$ cat config.mk
export PLATFORM = sky130hd
export DESIGN_NAME = rf_scan_ctrl
export DESIGN_NICKNAME = d
export VERILOG_FILES = /design/src/rtl/rf_scan_ctrl.sv
export SDC_FILE = /design/constraint.sdc
export NUM_CORES = 1
export LEC_CHECK = 0
export ABC_AREA = 1
export CORE_MARGIN = 1.5
export CORE_UTILIZATION = 25
export DETAILED_ROUTE_END_ITERATION = 7
export GPL_ROUTABILITY_DRIVEN = 1
export PLACE_DENSITY_LB_ADDON = 0.08
export SYNTH_ARGS = -nofsm -noshare
export SYNTH_HDL_FRONTEND = slang
export SYNTH_SLANG_ARGS = --single-unit
$ cat constraint.sdc
create_clock -name clk -period 1.75 [get_ports clk]
set_input_delay 0.35 -clock clk [delete_from_list [all_inputs] [get_ports clk]]
set_output_delay 0.35 -clock clk [all_outputs]
set_load 0.02 [all_outputs]
$ cat src/rtl/rf_scan_ctrl.sv
// Scan controller that streams a register-file window out (dump) or in (load).
// Addresses wrap modulo 2^ADDR_W; a load never writes address 0 when SKIP_R0 is set.
module rf_scan_ctrl #(
    parameter int unsigned ADDR_W  = 5,
    parameter int unsigned DATA_W  = 32,
    parameter bit          SKIP_R0 = 1'b1
) (
    input  logic              clk,
    input  logic              rst,
    input  logic              cmd_valid_i,
    output logic              cmd_ready_o,
    input  logic              cmd_op_i,
    input  logic [ADDR_W-1:0] cmd_addr_i,
    input  logic [ADDR_W-1:0] cmd_cnt_i,
    output logic              out_valid_o,
    input  logic              out_ready_i,
    output logic [DATA_W-1:0] out_data_o,
    input  logic              in_valid_i,
    output logic              in_ready_o,
    input  logic [DATA_W-1:0] in_data_i,
    output logic [ADDR_W-1:0] rf_rd_addr_o,
    input  logic [DATA_W-1:0] rf_rd_data_i,
    output logic              rf_we_o,
    output logic [ADDR_W-1:0] rf_wr_addr_o,
    output logic [DATA_W-1:0] rf_wr_data_o,
    output logic              busy_o,
    output logic              done_o
);

    typedef enum logic [1:0] {StIdle, StDump, StLoad} state_e;

    state_e            state_q, state_d;
    logic [ADDR_W-1:0] addr_q, addr_d;
    // Words still to fetch (dump) or to accept (load).
    logic [ADDR_W:0]   rem_q, rem_d;
    logic              out_valid_q, out_valid_d;
    logic [DATA_W-1:0] out_data_q, out_data_d;
    logic              we_q, we_d;
    logic [ADDR_W-1:0] wr_addr_q, wr_addr_d;
    logic [DATA_W-1:0] wr_data_q, wr_data_d;
    logic              done_q, done_d;

    logic fetch, consume, in_hs, rem_nz;

    always_comb begin
        state_d     = state_q;
        addr_d      = addr_q;
        rem_d       = rem_q;
        out_valid_d = out_valid_q;
        out_data_d  = out_data_q;
        we_d        = 1'b0;
        wr_addr_d   = wr_addr_q;
        wr_data_d   = wr_data_q;
        done_d      = 1'b0;

        rem_nz  = (rem_q != '0);
        consume = out_valid_q && out_ready_i;
        // The output register refills whenever it is empty or draining this cycle.
        fetch   = (state_q == StDump) && rem_nz && (!out_valid_q || out_ready_i);
        in_hs   = (state_q == StLoad) && rem_nz && in_valid_i;

        unique case (state_q)
            StIdle: begin
                if (cmd_valid_i) begin
                    addr_d  = cmd_addr_i;
                    rem_d   = {1'b0, cmd_cnt_i} + (ADDR_W + 1)'(1);
                    state_d = cmd_op_i ? StLoad : StDump;
                end
            end
            StDump: begin
                if (fetch) begin
                    out_data_d  = rf_rd_data_i;
                    out_valid_d = 1'b1;
                    addr_d      = addr_q + ADDR_W'(1);
                    rem_d       = rem_q - (ADDR_W + 1)'(1);
                end else if (consume) begin
                    out_valid_d = 1'b0;
                    done_d      = 1'b1;
                    state_d     = StIdle;
                end
            end
            StLoad: begin
                if (in_hs) begin
                    we_d      = !(SKIP_R0 && (addr_q == '0));
                    wr_addr_d = addr_q;
                    wr_data_d = in_data_i;
                    addr_d    = addr_q + ADDR_W'(1);
                    rem_d     = rem_q - (ADDR_W + 1)'(1);
                    if (rem_q == (ADDR_W + 1)'(1)) begin
                        done_d  = 1'b1;
                        state_d = StIdle;
                    end
                end
            end
            default: state_d = StIdle;
        endcase
    end

    always_ff @(posedge clk) begin
        if (rst) begin
            state_q     <= StIdle;
            addr_q      <= '0;
            rem_q       <= '0;
            out_valid_q <= 1'b0;
            out_data_q  <= '0;
            we_q        <= 1'b0;
            wr_addr_q   <= '0;
            wr_data_q   <= '0;
            done_q      <= 1'b0;
        end else begin
            state_q     <= state_d;
            addr_q      <= addr_d;
            rem_q       <= rem_d;
            out_valid_q <= out_valid_d;
            out_data_q  <= out_data_d;
            we_q        <= we_d;
            wr_addr_q   <= wr_addr_d;
            wr_data_q   <= wr_data_d;
            done_q      <= done_d;
        end
    end

    assign cmd_ready_o  = (state_q == StIdle);
    assign busy_o       = (state_q != StIdle);
    assign in_ready_o   = (state_q == StLoad) && (rem_q != '0);
    assign out_valid_o  = out_valid_q;
    assign out_data_o   = out_data_q;
    assign rf_rd_addr_o = addr_q;
    assign rf_we_o      = we_q;
    assign rf_wr_addr_o = wr_addr_q;
    assign rf_wr_data_o = wr_data_q;
    assign done_o       = done_q;

endmodule
==> summary.txt <==
Synth
  • Gate Count Post-Synth: 482
  • Yosys warnings: 0
  • FFs w/ async S/R, synth: 0%
  • Number of unique standard cell types used by synthesis: 28
  • Proportion of synthesized area in mux cells: 0%
  • Post-synth net total: 572
  • Simple-gate area share of the yosys netlist: 21.2%
  • FF+latch count, synth: 85
  • Post-synth EDFFs: 0
  • Commonest register cell after synthesis: dfxtp_1
  • Count leader, synth: nand2_1
  • Commonest cells in the netlist: nand2_1 (114), dfxtp_1 (85), a21oi_1 (82), inv_1 (51), o21ai_0 (39)
  • Main combinational cell family by area after synthesis: simple AND/OR/NAND/NOR gates
  • Top cell type by total area after synthesis: dfxtp_1
  • Synth top area cells: dfxtp_1 (46%), nand2_1 (12%), a21oi_1 (11%)
  • Avg Inst Size Synth: 7.62 um2
  • Register area share after synthesis: 46.3%
  • Synth Area in Compound Gates: 17.6%
  • Syn Std Cell Area: 3670 um2
  • Synth Area in XOR/XNOR: 1.19%
  • Top cell type's share of synthesized area: 46.3%
  • Synth Area in Adders: 3.41%

Placed design
  • IO Port Bufs: 159
  • Post-DP HPWL: 7780 um
  • Placed Instances: 822
  • Post-Place Setup Slack: -0.0142 ns
  • Gpl congestion: 0.766

Clock network
  • Clock slew at reported path FFs: 0.06 ns
  • Htree depth: 3
  • Root buffer cell: clkbuf_16
  • CTS tree: done
  • Post-CTS setup buffer count: 0
  • Hold Buf Count CTS: 0
  • CTS max path bufs: 2
  • CTS Sinks: 85
  • TritonCTS Buffers: 9
  • Worst skew pair latency: 0.33 ns

STA
  • Unrepaired setup endpoints after global routing: no
  • Worst Max-Slew Pin Slew: 0.263 ns
  • Min cycle time layout: 1.66 ns
  • Sum of negative setup slack: 0 ns
  • Max-slew headroom: 82.4%
  • Endpoints failing hold: 0
  • Final worst-path cycle share: 94.9%
  • Slew Limit Fails: 0
  • Highest Clock Rate: 602 MHz
  • PnR worst setup slack: 0.0886 ns
  • Final setup skew: 0.00558 ns
  • Final Setup Violations: 0

Detailed routing
  • First-pass iteration count of the detailed router: 4
  • Iteration-0 DRC count of the detailed router: 178
  • DRC: 0
  • WL/cell: 12.5 um
  • Antenna Nets Post-Route: 0
  • Vias per cell: 4.25
  • Drt total wl: 10500 um
  • Routed vias: 3565

Power
  • Power density cells: 1530 nW/um2
  • Leakage dissipation: 2.31 nW
  • Peak supply drop: 547 uV

Cells and area
  • Share of cells above drive strength 1: 9.17%
  • Layout area overhead: 61.1%
  • Ant diodes: 0
  • Filler cell count: 1493
  • Fin nets: 739
  • Final Util: 41.0%
  • Fin cells: 838

Outcome
  • Status: completed

Global routing
  • First-pass GRT wire length: 17600 um
  • Global route total overflow: 0
  • Initial antenna violation count: 0
  • Largest net degree at the start of global routing: 37
  • Vias in the first global route: 3458
  • Overall Global Routing Usage: 13.9%

Critical path
  • Crit-path leading delay family: buffers and inverters
  • Arr. time, crit path: 1.31 ns
  • Crit path cell chain: clkdlybuf4s50_1
  • Slowest CP cell: clkdlybuf4s50_1
  • CP bufs+invs: 1
  • CP Capture Type: output port
  • CP max stage delay: 0.63 ns
  • Worst path required time: 1.40 ns
  • Startpoint Class: flip-flop
  • CP Max Fanout: 2
  • Setup CP Type: flip-flop to output port

Floorplan
  • Initial Util: 25.5%
  • Cell Rows: 44
  • Die height: 124 um
  • Core area: 14400 um2
  • Die area: 15400 um2
  • Die W: 124 um
  • I/O pins: 160

Flow run
  • Max cap viols: 0

Worst hold path
  • Tightest Hold Check Type: flip-flop to flip-flop
## worst min-delay path, delay by kind of cell, from the launching register on
family | cells | cell delay, ns
flops | 1 | 0.30
buf+inv | 1 | 0.05
compound gates | 1 | 0.05
## where the power goes
part           switching (mW)  internal, mW
registers               0.311          2.46
clock network           0.768          1.39
logic                    2.24          1.89
total                    3.32          5.74
## routing by layer
metal	track usage [%]	vias up	wire length, um
li1	-	1881	-
met1	18.5	1592	5100
met2	21.7	84	4780
met3	2.89	8	446
met4	6.29	0	136
met5	0	-	0
## worst paths after layout
check / cells past startpoint / startpoint / slack (ns) / endpoint
setup reg to reg: 9 / state_q[1]$_SDFFE_PP0P_ / 0.21 / rem_q[2]$_SDFFE_PP0P_
hold reg to reg: 2 / out_data_o[13]$_SDFFE_PP0P_ / 0.44 / out_data_o[13]$_SDFFE_PP0P_
hold / removal: 2 / out_data_o[13]$_SDFFE_PP0P_ / 0.44 / out_data_o[13]$_SDFFE_PP0P_
setup / recovery: 1 / rf_wr_addr_o[1]$_SDFFE_PP0P_ / 0.09 / rf_wr_addr_o[1]
## layout make-up
class / count / area [um2] / area share, %
clock buffers: 10 / 229 / 3.87
clock inverters: 6 / 111 / 1.88
inverters: 53 / 199 / 3.36
multi-input cells: 316 / 1600 / 27.0
flip-flops and latches: 85 / 1700 / 28.8
well taps: 184 / 230 / 3.89
repair buffers: 184 / 1850 / 31.3
## layout by cell type, fill, tap and decap left out, drive strengths merged
cell           count
a21boi             1
a21oi             82
a311oi             1
buf               27
bufinv             3
clkbuf            11
clkdlybuf4s50    152
clkinv             2
clkinvlp           1
dfxtp             85
dlygate4sd2        3
dlymetal6s2s       1
ha                10
inv               53
nand2            116
nand3             23
nand3b             2
nand4              1
nor2              29
o21ai             41
o22ai              1
or2                4
xnor2              2
xor2               3
## flip-flops by register name, indices dropped and copies added (netlist names)
| register | cells |
|---|---|
| done_o | 1 |
| out_data_o | 32 |
| out_valid_o | 1 |
| state_q | 2 |
| rf_we_o | 1 |
| rf_wr_addr_o | 5 |
| rf_wr_data_o | 32 |
| rem_q | 6 |
| rf_rd_addr_o | 5 |
## cell families (layout without fill, tap and decap cells)
kind of cell | count (synthesis) | after routing
AOI/OAI and AO/OA | 126 | 126
buffers and inverters | 81 | 253
xor gates and xnor gates | 5 | 5
DFF | 85 | 85
adders and majority gates | 10 | 10
and+or+nand+nor | 175 | 175
## repair_timing
item,in CTS,in global routing
hold endpoints to repair,0,0
setup endpoints to repair,6,5
resized for setup,12,4
## metrics by stage
step	cell area [um2]	power, mW	hold slack (ns)
global route	5920	9.74	0.456
floorplan	3670	5.19	0.480
CTS	5920	9.22	0.443
global placement	5590	7.00	0.429
finish	5920	9.06	0.441
detailed placement	5590	7.03	0.433
Note: power is estimated with default switching activity, not from simulation.
